$ cat src/rtl/pipe_pkg.sv
// Shared pipeline types for the hazard controller: register width, bypass
// select encoding and the per-stage entry that tracks in-flight instructions.
package pipe_pkg;
   localparam int REG_W = 5;

   localparam logic [1:0] FWD_RF  = 2'd0;
   localparam logic [1:0] FWD_MEM = 2'd1;
   localparam logic [1:0] FWD_WB  = 2'd2;

   typedef struct packed {
      logic             valid;
      logic [REG_W-1:0] rs;
      logic [REG_W-1:0] rt;
      logic [REG_W-1:0] rd;
      logic             wr_en;
      logic             is_load;
   } stage_t;

   localparam stage_t STAGE_BUBBLE = '0;

   // The youngest producer wins, so MEM is checked before WB.
   function automatic logic [1:0] fwd_pick(input logic mem_hit, input logic wb_hit);
      if (mem_hit)
         return FWD_MEM;
      else if (wb_hit)
         return FWD_WB;
      else
         return FWD_RF;
   endfunction
endpackage

$ cat src/rtl/reg_match5.sv
// Register index comparator; $r0 is hardwired zero so it never creates a dependency.
module reg_match5
   import pipe_pkg::*;
(
   input  logic [REG_W-1:0] i_a,
   input  logic [REG_W-1:0] i_b,
   output logic             o_match
);
   assign o_match = (i_a == i_b) && (i_a != '0);
endmodule

$ cat src/rtl/hazard_ctrl.sv
// Forwarding/stall controller for the 5-stage pipeline: tracks EX/MEM/WB destinations
// and one multi-cycle mult/div, and produces bypass selects and decode stalls.
module hazard_ctrl
   import pipe_pkg::*;
#(
   parameter int MD_LATENCY = 32
) (
   input  logic             clock,
   input  logic             reset_n,
   input  logic             id_valid,
   input  logic [REG_W-1:0] id_rs,
   input  logic [REG_W-1:0] id_rt,
   input  logic             id_rs_used,
   input  logic             id_rt_used,
   input  logic [REG_W-1:0] id_rd,
   input  logic             id_wr_en,
   input  logic             id_is_load,
   input  logic             id_is_md,
   input  logic             flush,
   output logic             stall,
   output logic [1:0]       fwd_a_sel,
   output logic [1:0]       fwd_b_sel,
   output logic             md_busy,
   output logic             md_done,
   output logic [REG_W-1:0] md_rd
);
   localparam int CNT_W = $clog2(MD_LATENCY + 1);

   stage_t           r_ex, r_mem, r_wb, w_ex_next;
   logic [CNT_W-1:0] r_md_cnt;
   logic             r_md_done;
   logic [REG_W-1:0] r_md_rd;

   logic w_fa_mem, w_fa_wb, w_fb_mem, w_fb_wb;
   logic w_lu_rs, w_lu_rt;
   logic w_md_rs, w_md_rt, w_md_rd;
   logic w_load_use, w_md_hazard, w_issue;
   logic w_unused;

   reg_match5 u_fa_mem (.i_a(r_ex.rs), .i_b(r_mem.rd), .o_match(w_fa_mem));
   reg_match5 u_fa_wb  (.i_a(r_ex.rs), .i_b(r_wb.rd),  .o_match(w_fa_wb));
   reg_match5 u_fb_mem (.i_a(r_ex.rt), .i_b(r_mem.rd), .o_match(w_fb_mem));
   reg_match5 u_fb_wb  (.i_a(r_ex.rt), .i_b(r_wb.rd),  .o_match(w_fb_wb));
   reg_match5 u_lu_rs  (.i_a(id_rs),   .i_b(r_ex.rd),  .o_match(w_lu_rs));
   reg_match5 u_lu_rt  (.i_a(id_rt),   .i_b(r_ex.rd),  .o_match(w_lu_rt));
   reg_match5 u_md_rs  (.i_a(id_rs),   .i_b(r_md_rd),  .o_match(w_md_rs));
   reg_match5 u_md_rt  (.i_a(id_rt),   .i_b(r_md_rd),  .o_match(w_md_rt));
   reg_match5 u_md_rd  (.i_a(id_rd),   .i_b(r_md_rd),  .o_match(w_md_rd));

   assign md_busy = (r_md_cnt != '0) || r_md_done;
   assign md_done = r_md_done;
   assign md_rd   = r_md_rd;

   assign w_load_use = r_ex.valid & r_ex.is_load & r_ex.wr_en &
                       ((id_rs_used & w_lu_rs) | (id_rt_used & w_lu_rt));
   // The md_done cycle no longer blocks: the datapath bypasses the result into decode.
   assign w_md_hazard = md_busy & ~md_done &
                        (id_is_md | (id_rs_used & w_md_rs) | (id_rt_used & w_md_rt) |
                         (id_wr_en & w_md_rd));

   assign stall   = id_valid & ~flush & (w_load_use | w_md_hazard);
   assign w_issue = id_valid & ~stall & ~flush;

   assign fwd_a_sel = r_ex.valid ? fwd_pick(w_fa_mem & r_mem.valid & r_mem.wr_en,
                                            w_fa_wb  & r_wb.valid  & r_wb.wr_en) : FWD_RF;
   assign fwd_b_sel = r_ex.valid ? fwd_pick(w_fb_mem & r_mem.valid & r_mem.wr_en,
                                            w_fb_wb  & r_wb.valid  & r_wb.wr_en) : FWD_RF;

   always_comb begin
      w_ex_next = STAGE_BUBBLE;
      if (w_issue) begin
         w_ex_next.valid   = 1'b1;
         w_ex_next.rs      = id_rs;
         w_ex_next.rt      = id_rt;
         w_ex_next.rd      = id_rd;
         // Mult/div writes back through its own port, never through the pipe.
         w_ex_next.wr_en   = id_wr_en & ~id_is_md;
         w_ex_next.is_load = id_is_load;
      end
   end

   always_ff @(posedge clock) begin
      if (!reset_n) begin
         r_ex      <= STAGE_BUBBLE;
         r_mem     <= STAGE_BUBBLE;
         r_wb      <= STAGE_BUBBLE;
         r_md_cnt  <= '0;
         r_md_done <= 1'b0;
         r_md_rd   <= '0;
      end else begin
         r_ex      <= w_ex_next;
         r_mem     <= r_ex;
         r_wb      <= r_mem;
         r_md_done <= 1'b0;
         if (w_issue && id_is_md) begin
            r_md_cnt <= CNT_W'(MD_LATENCY - 1);
            r_md_rd  <= id_rd;
         end else if (r_md_cnt != '0) begin
            r_md_cnt <= r_md_cnt - 1'b1;
            if (r_md_cnt == CNT_W'(1))
               r_md_done <= 1'b1;
         end
      end
   end

   assign w_unused = ^{r_mem.rs, r_mem.rt, r_mem.is_load, r_wb.rs, r_wb.rt, r_wb.is_load};
endmodule

$ cat config.mk
export PLATFORM = sky130hd
export DESIGN_NAME = hazard_ctrl
export DESIGN_NICKNAME = d
export VERILOG_FILES = /design/src/rtl/pipe_pkg.sv /design/src/rtl/reg_match5.sv /design/src/rtl/hazard_ctrl.sv
export SDC_FILE = /design/constraint.sdc
export NUM_CORES = 1
export LEC_CHECK = 0
export ABC_AREA = 1
export CAP_MARGIN = 0
export CORE_UTILIZATION = 60
export DETAILED_ROUTE_END_ITERATION = 16
export MAX_ROUTING_LAYER = met4
export PLACE_DENSITY = 0.88
export REMOVE_ABC_BUFFERS = 1
export SYNTH_ARGS = -nofsm -noshare
export SYNTH_HDL_FRONTEND = slang
export SYNTH_HIERARCHICAL = 1
export SYNTH_SLANG_ARGS = --single-unit
$ cat constraint.sdc
create_clock -name clock -period 3.2 [get_ports clock]
set_input_delay 0.96 -clock clock [delete_from_list [all_inputs] [get_ports clock]]
set_output_delay 0.96 -clock clock [all_outputs]
set_load 0.02 [all_outputs]
## Word-level counts from Yosys, hierarchy flattened

Cells that the tools add are included.

- Eq/ne operators: 10
- Mux-type cells: 10
- $add $sub $neg: 1
- Bitwise operators: 34
- Reductions and logical operators: 21

Operators with widths:

| cell | number |
|---|---|
| 5-bit == test | 9 |
| 5-bit nonzero test | 5 |
| 1-bit bitwise AND | 23 |
| 18-bit 2-to-1 mux | 1 |
| 2-bit 2-to-1 mux | 6 |
| 1-bit logical AND | 10 |
| 5-bit 2-to-1 mux | 2 |
| 6-bit by 1-bit == test with 1-bit output (second input constant) | 1 |
| 1-bit NOT | 6 |
| 6-bit nonzero test | 1 |
| 6-bit by 1-bit subtractor with 6-bit output (second input constant) | 1 |
| 1-bit OR | 5 |
| 3-bit OR reduction | 1 |
| 2-bit AND reduction | 1 |
| 2-bit nonzero test | 1 |
| 2-bit OR reduction | 1 |
| 1-bit logical OR | 1 |
| 1-bit 2-to-1 mux | 1 |

- Logic and storage cells: 92
- Input port bits: 24
- Output and inout port bits: 12
- Bits in registers: 44

## Logic depth before layout (Yosys ltp)

Gate-level depths: netlist of run 1.

- Depth after elaboration: 14
- Mapped depth: 15
- Depth with buffers taken out: 15

## By module

Netlist of run 1, hierarchy kept.

Modules (own cells, without submodules):

| module | area an instance (sq um) | instances | cells each |
|---|---|---|---|
| hazard_ctrl | 1657.8 | 1 | 201 |
| reg_match5 | 118.9 | 9 | 30 |

## Least setup slack after synthesis of run 1

OpenSTA, ideal clock, no wires.

- Kind: input -> output
- From: input port id_rt[2]
- To: output port stall
- Data required time: 2240 ps
- Stages on the path: 10
- Arrival: 2167 ps
- Setup slack: 73 ps
- Path through: inv_1 -> nand2_1 -> nand2_1 -> nor2_2 -> nand2_1 -> nor2_1 -> nand2_1 -> nand2_1 -> nand4_1 -> a21boi_0

RTL lines:

| item | RTL line | RTL |
|---|---|---|
| start, declared | hazard_ctrl.sv:12 | `input logic [REG_W-1:0] id_rt,` |
| 5-bit == test or 5-bit nonzero test (tied branches) | reg_match5.sv:9 | `assign o_match = (i_a == i_b) && (i_a != '0);` |
| 1-bit logical AND (*) | reg_match5.sv:9 |  |
| named net w_lu_rt | hazard_ctrl.sv:35 | `logic w_lu_rs, w_lu_rt;` |
| 1-bit bitwise AND (*) | hazard_ctrl.sv:55 | `((id_rs_used & w_lu_rs) \| (id_rt_used & w_lu_rt));` |
| 1-bit OR (*) | hazard_ctrl.sv:55 |  |
| 1-bit bitwise AND (*) | hazard_ctrl.sv:54 | `assign w_load_use = r_ex.valid & r_ex.is_load & r_ex.wr_en &` |
| 1-bit OR (*) | hazard_ctrl.sv:61 | `assign stall = id_valid & ~flush & (w_load_use \| w_md_hazard);` |
| 1-bit bitwise AND (*) | hazard_ctrl.sv:61 |  |
| end, declared | hazard_ctrl.sv:20 | `output logic stall,` |

The timed path passes the listed nets; every way through them passes the cells marked *.

## Worst setup path after layout of run 1

- From: input port id_rs[4]
- To: output port stall

RTL lines:

| item | RTL line | RTL |
|---|---|---|
| start, declared | hazard_ctrl.sv:11 | `input logic [REG_W-1:0] id_rs,` |
| 5-bit == test or 5-bit nonzero test (tied branches) | reg_match5.sv:9 |  |
| 1-bit logical AND (*) | reg_match5.sv:9 |  |
| named net w_lu_rs | hazard_ctrl.sv:35 |  |
| 1-bit bitwise AND (*) | hazard_ctrl.sv:55 |  |
| 1-bit OR (*) | hazard_ctrl.sv:55 |  |
| 1-bit bitwise AND (*) | hazard_ctrl.sv:54 |  |
| 1-bit OR (*) | hazard_ctrl.sv:61 |  |
| 1-bit bitwise AND (*) | hazard_ctrl.sv:61 |  |

Marks and branches as above.

==> flow_summary.json, run 1 <==
{
  "outcome": "completed",
  "yosysWarnings": 6,
  "crit_top_cell": "nand2_1",
  "post_drt_wl_per_cell_um": 10.14,
  "dp_hpwl_um": 4335,
  "hold_viol_final": 0,
  "fin_util": 0.7606,
  "grt_pass1_vias": 2506,
  "grt_max_degree": 18,
  "row_count": 24,
  "num_io_pins": 36,
  "critPathBufInv": 2,
  "r2r-start": "md_rd[2]",
  "num_antenna_cells": 0,
  "synth_adder_area_share": 0.009174,
  "muxShareOfSynthArea": 0,
  "finalSetupViolations": 0,
  "fin_crit_sh": 0.9616,
  "worst_setup_path_start_kind": "input port",
  "slew_violations": 0,
  "die_w_um": 69.43,
  "rsz0062_at_grt": "no",
  "overflow": 0,
  "synth_area_mm2": 0.002728,
  "synth-compound-area-share": 0.04908,
  "p_leak_nw": 1.766,
  "synth_top_family_by_area": "simple AND/OR/NAND/NOR gates",
  "arrival_ns": 2.12,
  "worstPathCellList": "dlygate4sd2_1 -> nand2_1 -> a21boi_0 -> nor2_1 -> nand2_1 -> nand2_1 -> nand4_1 -> a21boi_2 -> buf_6",
  "tightestPinTransition_ns": 0.4074,
  "yosysUniqueCellTypes": 20,
  "cts_made_buffers": 5,
  "hp-start": "r_ex[1]",
  "cap_viol_max_count": 0,
  "nets": 548,
  "synth_xor_area_frac": 0.01284,
  "avgSynthCellArea_um2": 5.791,
  "cts_tree": "built",
  "routed_wl_um": 5829,
  "crit_type": "input port to output pin",
  "drc": 0,
  "max_freq_ghz": 0.3250,
  "crit_start": "id_rs[4]",
  "syn_to_final_growth_pct": 21.42,
  "first_pass_iters": 5,
  "hp-class": "flip-flop to flip-flop",
  "port_buffers": 35,
  "ir_worst_vdd_mv": 0.4705,
  "final_layout_size_suffix_gt1_frac": 0.1319,
  "htree_num_levels": 2,
  "ys_seq_area_frac": 0.3229,
  "viasPerCell": 4.623,
  "clk_pin_slew_ns": 0.08,
  "vias": 2658,
  "start_util": 0.6264,
  "maxSlewHeadroom": 0.7276,
  "die_h_um": 69.43,
  "place_ws_ns": -0.8669,
  "antenna_found_initial": 0,
  "dieArea_mm2": 0.004820,
  "clock_skew_ns": 0.005821,
  "clockBufferDepth": 2,
  "cts-hold-fix-buffers": 0,
  "root_buffer": "clkbuf_8",
  "end_kind": "output pin",
  "crit_required_ns": 2.24,
  "synth_cells": 471,
  "grt_first_pass_wirelength_um": 10170,
  "gr-usage-all-layers": 0.2675,
  "ys_ff_latch": 44,
  "cp_max_fo": 5,
  "slowest_stage": "dlygate4sd2_1",
  "clk_latency_ns": 0.30,
  "antenna_left": 0,
  "post_cts_buffers": 0,
  "cts.sinks": 44,
  "critical-path-top-delay-family": "simple AND/OR/NAND/NOR gates",
  "core-area_mm2": 0.004354,
  "routabilityCongestion": 0.9261,
  "fin_crit_ns": 3.077,
  "power.density_mw_per_mm2": 503.4,
  "whs_ns": 0.4436,
  "final.setup.worst_slack_ns": 0.1228,
  "max_stage_delay_ns": 0.28,
  "drt_iter0_markers": 97,
  "synthSimpleGateAreaFrac": 0.4298
}
## state kept, by name, indices dropped and copies added, names as in the netlist
signal    count
r_mem         7
md_done       1
r_md_cnt      6
md_rd         5
r_wb          7
r_ex         18
## synth_stat cells
library cell	instances	area [um2]
xnor2_1	1	8.760
inv_1	120	450.4
a21oi_2	5	43.79
nor2_1	74	277.8
nor2_4	2	22.52
nor3_1	3	15.01
o21ai_0	2	10.01
a21boi_0	10	75.07
a21oi_1	1	5.000
nand2_1	176	660.6
nand3_1	5	25.02
nand4_1	1	6.260
nor2_2	14	87.58
nand3_4	2	35.03
xor2_1	3	26.28
clkbuf_1	2	7.510
ha_1	2	25.02
dfxtp_1	44	880.8
nand4_4	2	42.54
buf_6	2	22.52
## cell families (layout without fill, tap and decap cells)
group	count (synthesis)	in the layout
AOI/OAI and AO/OA	18	18
and+or+nand+nor	279	279
adders and majority gates	2	2
xor gates and xnor gates	4	4
buffers and inverters	124	176
DFF	44	44
## path summary, 6_finish.rpt
kind              slack (ns)     endpoint  depth (start not counted)
setup / recovery        0.12        stall                          9
hold / removal          0.44     r_mem[1]                          2
setup reg to reg        1.25  r_md_cnt[5]                         15
hold reg to reg         0.44     r_mem[1]                          2
## cells in the final DEF (no fill, tap or decap), drive strengths merged
cell type	netlist	final
nor3	3	3
a21boi	10	10
nand3	7	7
clkinv	0	1
buf	2	24
xor2	3	3
nor2	90	90
xnor2	1	1
dlygate4sd2	0	2
bufinv	0	1
o21ai	2	2
a21oi	6	6
nand2	176	176
nand4	3	3
dfxtp	44	44
clkdlybuf4s50	0	19
clkbuf	2	9
ha	2	2
inv	120	120
## metal layers
metal	share of wire	up-vias	track usage
met3	0.034	12	0.04070
met5	0	-	-
met2	0.54	46	0.5038
li1	-	1430	-
met1	0.41	1170	0.2839
met4	0.019	0	0.08390
## power by group
group / switching (W) / internal (W) / total [W]
sequential: 0.0000581 / 0.000599 / 0.000657
combinational: 0.000323 / 0.000241 / 0.000565
clock: 0.000190 / 0.000255 / 0.000445
## layout make-up
| class | instances | area [um2] |
|---|---|---|
| sequential | 44 | 882.1 |
| tap | 52 | 65.06 |
| fill | 340 | 1042 |
| inverter | 120 | 450.4 |
| clock buffer | 6 | 82.58 |
| timing repair buffer | 48 | 402.9 |
| multi-input combinational | 303 | 1390 |
| clock inverter | 2 | 38.79 |
## per-stage QoR
stage / TNS (ns) / cell area, um2 / cells / power [W]
6_report: 0 / 3312 / 575 / 0.001667
3_5_place_dp: -0.8669 / 3211 / 567 / 0.001229
4_1_cts: 0 / 3326 / 575 / 0.001669
5_1_grt: 0 / 3312 / 575 / 0.001778
3_3_place_gp: -0.8230 / 3211 / 567 / 0.001200
2_1_floorplan: 0 / 2698 / 467 / 0.001049
## worst min-delay path: cells and delay by family, from the launching register on
| kind | cells | cell delay, ns |
|---|---|---|
| and+or+nand+nor | 1 | 0.06 |
| DFF | 1 | 0.32 |
| buffers and inverters | 1 | 0.03 |
## timing repair
| action | CTS | global route |
|---|---|---|
| resized for setup | 46 | 36 |
| pin swaps | 3 | 12 |
| endpoints found under the setup margin | 1 | 3 |
No activity file was read; power rests on OpenSTA's default activity.
==> run 2: changes to the inputs <==
- CTS_BUF_LIST: not set -> sky130_fd_sc_hd__clkbuf_16
- SLEW_MARGIN: not set -> 30
==> run 2 against run 1 <==
Largest cell class unchanged. Largest power group unchanged. Clock-buffer cell count down 1. Worst setup slack worse by 0.029 ns. Non-clock buffer count unchanged. Fmax down 0.93%. Highest routed layer unchanged. Final cell count unchanged.
==> flow_summary.json, run 2 (synthesized netlist as in run 1, its figures left out) <==
{
  "outcome": "completed",
  "hold_depth": 2,
  "antenna_left": 0,
  "num_io_pins": 36,
  "final_cell_area_mm2": 0.003363,
  "max_freq_ghz": 0.3219,
  "post_drt_wl_per_cell_um": 10.57,
  "hp-start": "r_ex[1]",
  "largest_reg_flops": 18,
  "dp_hpwl_um": 4335,
  "dieArea_mm2": 0.004820,
  "grt_pass1_vias": 2554,
  "ir_worst_vdd_mv": 0.4729,
  "first_pass_iters": 4,
  "reg_top3": "r_ex: 18 flops, r_mem: 7 flops, r_wb: 7 flops",
  "hp-class": "flip-flop to flip-flop",
  "cts_tree": "built",
  "crit_type": "input port to output pin",
  "start_util": 0.6264,
  "vias": 2722,
  "antenna_found_initial": 0,
  "hold_viol_final": 0,
  "crit_start": "id_rs[4]",
  "top_register": "r_ex",
  "worst_setup_path_start_kind": "input port",
  "final_cell_mix": "nand2_1 (175), inv_1 (119), nor2_1 (69)",
  "pwr-share-seq": 0.366,
  "routed_wl_um": 6080,
  "core-area_mm2": 0.004354,
  "grt_max_degree": 18,
  "viasPerCell": 4.734,
  "finalSetupViolations": 0,
  "post_dp_cell_area_mm2": 0.003211,
  "root_buffer": "clkbuf_16",
  "clk_pin_slew_ns": 0.06,
  "grt_first_pass_wirelength_um": 10430,
  "fin_crit_sh": 0.9707,
  "hold_end": "r_mem[1]",
  "slew_violations": 0,
  "reg2reg_depth": 15,
  "place_ws_ns": -0.8669,
  "clk_latency_ns": 0.28,
  "r2r_slack_ns": 1.19,
  "gr-usage-all-layers": 0.2771,
  "p_sw_w": 0.0005911,
  "clock_skew_ns": 0.003064,
  "die_h_um": 69.43,
  "port_buffers": 35,
  "maxSlewHeadroom": 0.7402,
  "num_antenna_cells": 0,
  "cts_made_buffers": 5,
  "layoutNonFillerInstCount": 575,
  "nFillCells": 328,
  "clockBufferDepth": 2,
  "dp.cells": 567,
  "final.setup.worst_slack_ns": 0.09385,
  "power.density_mw_per_mm2": 535.0,
  "die_w_um": 69.43,
  "drt_iter0_markers": 129,
  "routabilityCongestion": 0.9261,
  "crit_required_ns": 2.24,
  "tightestPinTransition_ns": 0.3885,
  "nets": 548,
  "final_layout_size_suffix_gt1_frac": 0.1319,
  "comb_power_share": 0.316,
  "end_kind": "output pin",
  "r2r_end": "r_md_cnt[5]",
  "arrival_ns": 2.15,
  "r2r-start": "md_rd[2]",
  "cap_viol_max_count": 0,
  "swShare": 0.3285,
  "drc": 0,
  "cp_max_fo": 5,
  "pwr-share-clk": 0.318,
  "fin_crit_ns": 3.106,
  "row_count": 24,
  "timing.setup.tns_ns": 0,
  "htree_num_levels": 2,
  "p_leak_nw": 1.786,
  "syn_to_final_growth_pct": 23.30,
  "intPower_w": 0.001208,
  "finalPower_w": 0.001799,
  "cts.sinks": 44,
  "cts-hold-fix-buffers": 0,
  "overflow": 0,
  "final_common_cell": "nand2_1"
}
## run 2: worst max-delay path: stages
cell,delay (ns)
dlygate4sd2_1,0.28
nand2_1,0.07
a21boi_2,0.17
nor2_2,0.15
a21oi_2,0.08
nand2_2,0.08
nand3_4,0.07
a21boi_2,0.16
buf_6,0.13
## run 2: layer usage
metal / vias up / global-route usage / wire (um)
met2: 70 / 0.5027 / 3206
met4: 0 / 0.1293 / 157
li1: 1429 / - / -
met1: 1207 / 0.2898 / 2458
met3: 16 / 0.04797 / 258
met5: - / - / 0
## run 2: how the worst max path moves through the flow
stage | endpoint | slack (ns) | cells past startpoint
4_1_cts | stall | 0.004 | 11
2_1_floorplan | stall | 0.07 | 10
6_report | stall | 0.09 | 9
5_1_grt | stall | -0.00007 | 14
3_3_place_gp | stall | -0.82 | 14
3_5_place_dp | stall | -0.87 | 14
## run 2: final cells by class
class / count / area [um2] / area share
multi-input cells: 303 / 1393 / 0.4141
repair buffers: 48 / 406.6 / 0.1209
well taps: 52 / 65.06 / 0.01935
clock buffers: 5 / 125.1 / 0.03720
clock inverters: 3 / 42.54 / 0.01265
flip-flops and latches: 44 / 880.8 / 0.2619
inverters: 120 / 450.4 / 0.1339
## run 2: what timing repair did
item                       CTS  global route
setup endpoints to repair    1             1
gates resized for setup     46            40
setup buffers                0             0
pin swaps                    4            13
## run 2: power by group through the flow
| stage | Combinational, W | Sequential, W | Clock, W |
|---|---|---|---|
| floorplan | 0.000381 | 0.000668 | 0 |
| global placement | 0.000532 | 0.000668 | 0 |
| detailed placement | 0.000560 | 0.000669 | 0 |
| CTS | 0.000563 | 0.000658 | 0.000583 |
| global route | 0.000636 | 0.000666 | 0.000609 |
| finish | 0.000568 | 0.000658 | 0.000573 |
## run 2: per-stage QoR
step | util | hold slack (ns)
after floorplan | - | 0.4069
after global placement | 0.7374 | 0.4255
after detailed placement | 0.7374 | 0.4245
after CTS | 0.7770 | 0.4372
after global routing | 0.7724 | 0.4716
final | 0.7724 | 0.4331
==> run 3: changes to the inputs <==
- MAX_ROUTING_LAYER: met4 -> not set
==> run 3 against run 2 <==
Global-route usage is 0.36 points higher. Clock-buffer cell count unchanged. Die area unchanged. Critical endpoint unchanged. Register-to-register slack lost 0.16 ns. Design area rose by 0.59%. Routed wire length increased by 4.3%. Final cell count increased by 0.35%. Highest routed layer unchanged. Fmax is 2.0% lower. Critical path depth up 5. Clock power fell by 0.7%.
==> flow_summary.json, run 3 (synthesized netlist as in run 1, its figures left out) <==
{
  "slew_violations": 0,
  "clockBufferDepth": 2,
  "antenna_left": 0,
  "max_freq_ghz": 0.3156,
  "viasPerCell": 4.783,
  "outcome": "completed",
  "crit_required_ns": 2.24,
  "slowest_stage": "a21boi_2",
  "grt_max_degree": 18,
  "r2r_slack_ns": 1.03,
  "post_drt_wl_per_cell_um": 10.99,
  "tightestPinTransition_ns": 0.4013,
  "ir_worst_vdd_mv": 0.4342,
  "cts_tree": "built",
  "routabilityCongestion": 0.9070,
  "drt_iter0_markers": 113,
  "gr-usage-all-layers": 0.2807,
  "maxSlewHeadroom": 0.7316,
  "hold_viol_final": 0,
  "fin_util": 0.7770,
  "dieArea_mm2": 0.004820,
  "end_kind": "output pin",
  "overflow": 0,
  "die_h_um": 69.43,
  "vias": 2760,
  "reg_top3": "r_ex: 18 flops, r_mem: 7 flops, r_wb: 7 flops",
  "row_count": 24,
  "final_cell_mix": "nand2_1 (175), inv_1 (121), nor2_1 (71)",
  "cts_made_buffers": 5,
  "crit_type": "input port to output pin",
  "start_util": 0.6264,
  "finalPower_w": 0.001809,
  "clock_skew_ns": 0.005452,
  "nFillCells": 343,
  "first_pass_iters": 5,
  "reg2reg_depth": 16,
  "r2r-start": "md_rd[2]",
  "final_common_cell": "nand2_1",
  "cp_max_fo": 7,
  "max_stage_delay_ns": 0.15,
  "die_w_um": 69.43,
  "num_io_pins": 36,
  "critical-path-top-delay-family": "simple AND/OR/NAND/NOR gates",
  "grt_pass1_vias": 2620,
  "finalSetupViolations": 0,
  "htree_num_levels": 2,
  "crit_top_cell": "nand2_1",
  "core-area_mm2": 0.004354,
  "final_layout_size_suffix_gt1_frac": 0.1314,
  "hp-start": "r_ex[1]",
  "p_leak_nw": 1.801,
  "largest_reg_flops": 18,
  "cp.depth": 14,
  "critPathBufInv": 4,
  "root_buffer": "clkbuf_16",
  "cts-hold-fix-buffers": 0,
  "cap_viol_max_count": 0,
  "dp_hpwl_um": 4383,
  "port_buffers": 35,
  "hold_depth": 2,
  "hold_end": "r_mem[1]",
  "hp-class": "flip-flop to flip-flop",
  "arrival_ns": 2.21,
  "clk_latency_ns": 0.29,
  "worst_setup_path_start_kind": "input port",
  "nets": 550,
  "routed_wl_um": 6343,
  "clk_pin_slew_ns": 0.06,
  "fin_crit_ns": 3.168,
  "grt_first_pass_wirelength_um": 10900,
  "syn_to_final_growth_pct": 24.04,
  "r2r_end": "r_md_cnt[5]",
  "top_register": "r_ex",
  "worstPathCellList": "buf_6 -> inv_1 -> nand2_1 -> nand2_1 -> nor2_1 -> nand2_1 -> nor2_1 -> nand2_1 -> nand2_1 -> inv_1 -> nand2_2 -> nand3_4 -> a21boi_2 -> buf_6",
  "power.density_mw_per_mm2": 534.8,
  "drc": 0,
  "antenna_found_initial": 0,
  "cts.sinks": 44,
  "fin_crit_sh": 0.9901,
  "num_antenna_cells": 0
}
[run 3: per-stage QoR]
stage	cell area (um2)	TNS (ns)	setup WS, ns	cells	hold WS (ns)
floorplan	2698	0	0.07341	467	0.4069
global placement	3211	-0.8232	-0.8232	567	0.4253
detailed placement	3211	-0.9300	-0.9300	567	0.4279
finish	3383	0	0.03166	577	0.4408
CTS	3342	0	0.01635	575	0.4415
global route	3383	-0.008718	-0.008718	577	0.4604
[run 3: routing by layer]
layer	up-vias	track usage	wire length [um]
met5	-	0	0
met1	1222	0.3013	2604
li1	1437	-	-
met4	0	0.1315	172
met2	79	0.5264	3291
met3	22	0.04942	274
[run 3: layout make-up]
cell class,count,area (um2),share of cell area
Sequential cell,44,880.8,0.2604
Timing Repair Buffer,50,435.4,0.1287
Clock buffer,5,125.1,0.03698
Inverter,120,450.4,0.1331
Multi-Input combinational cell,303,1388,0.4101
Tap cell,52,65.06,0.01923
Clock inverter,3,38.79,0.01146
[run 3: worst max-delay path by stage]
stage | start | endpoint | slack (ns)
after floorplan | id_rt[2] | stall | 0.07
after global placement | id_rd[1] | stall | -0.82
after detailed placement | id_rt[2] | stall | -0.93
after CTS | id_rs[1] | stall | 0.02
after global routing | id_rs[4] | stall | -0.009
final | id_rt[1] | stall | 0.03
[run 3: worst min-delay path, delay by kind of cell, from the launching register on]
family | cells | cell delay (ns)
buffers and inverters | 1 | 0.03
DFF | 1 | 0.31
and+or+nand+nor | 1 | 0.05
[run 3: timing repair]
item | CTS | global route
setup buffers | 0 | 2
resized for setup | 60 | 32
gates cloned | 0 | 0
setup endpoints to repair | 1 | 1
pin swaps | 7 | 14
[run 3: where the power goes]
| part | switching, W | internal, W |
|---|---|---|
| clock | 0.000205 | 0.000364 |
| sequential | 0.0000614 | 0.000600 |
| combinational | 0.000329 | 0.000250 |
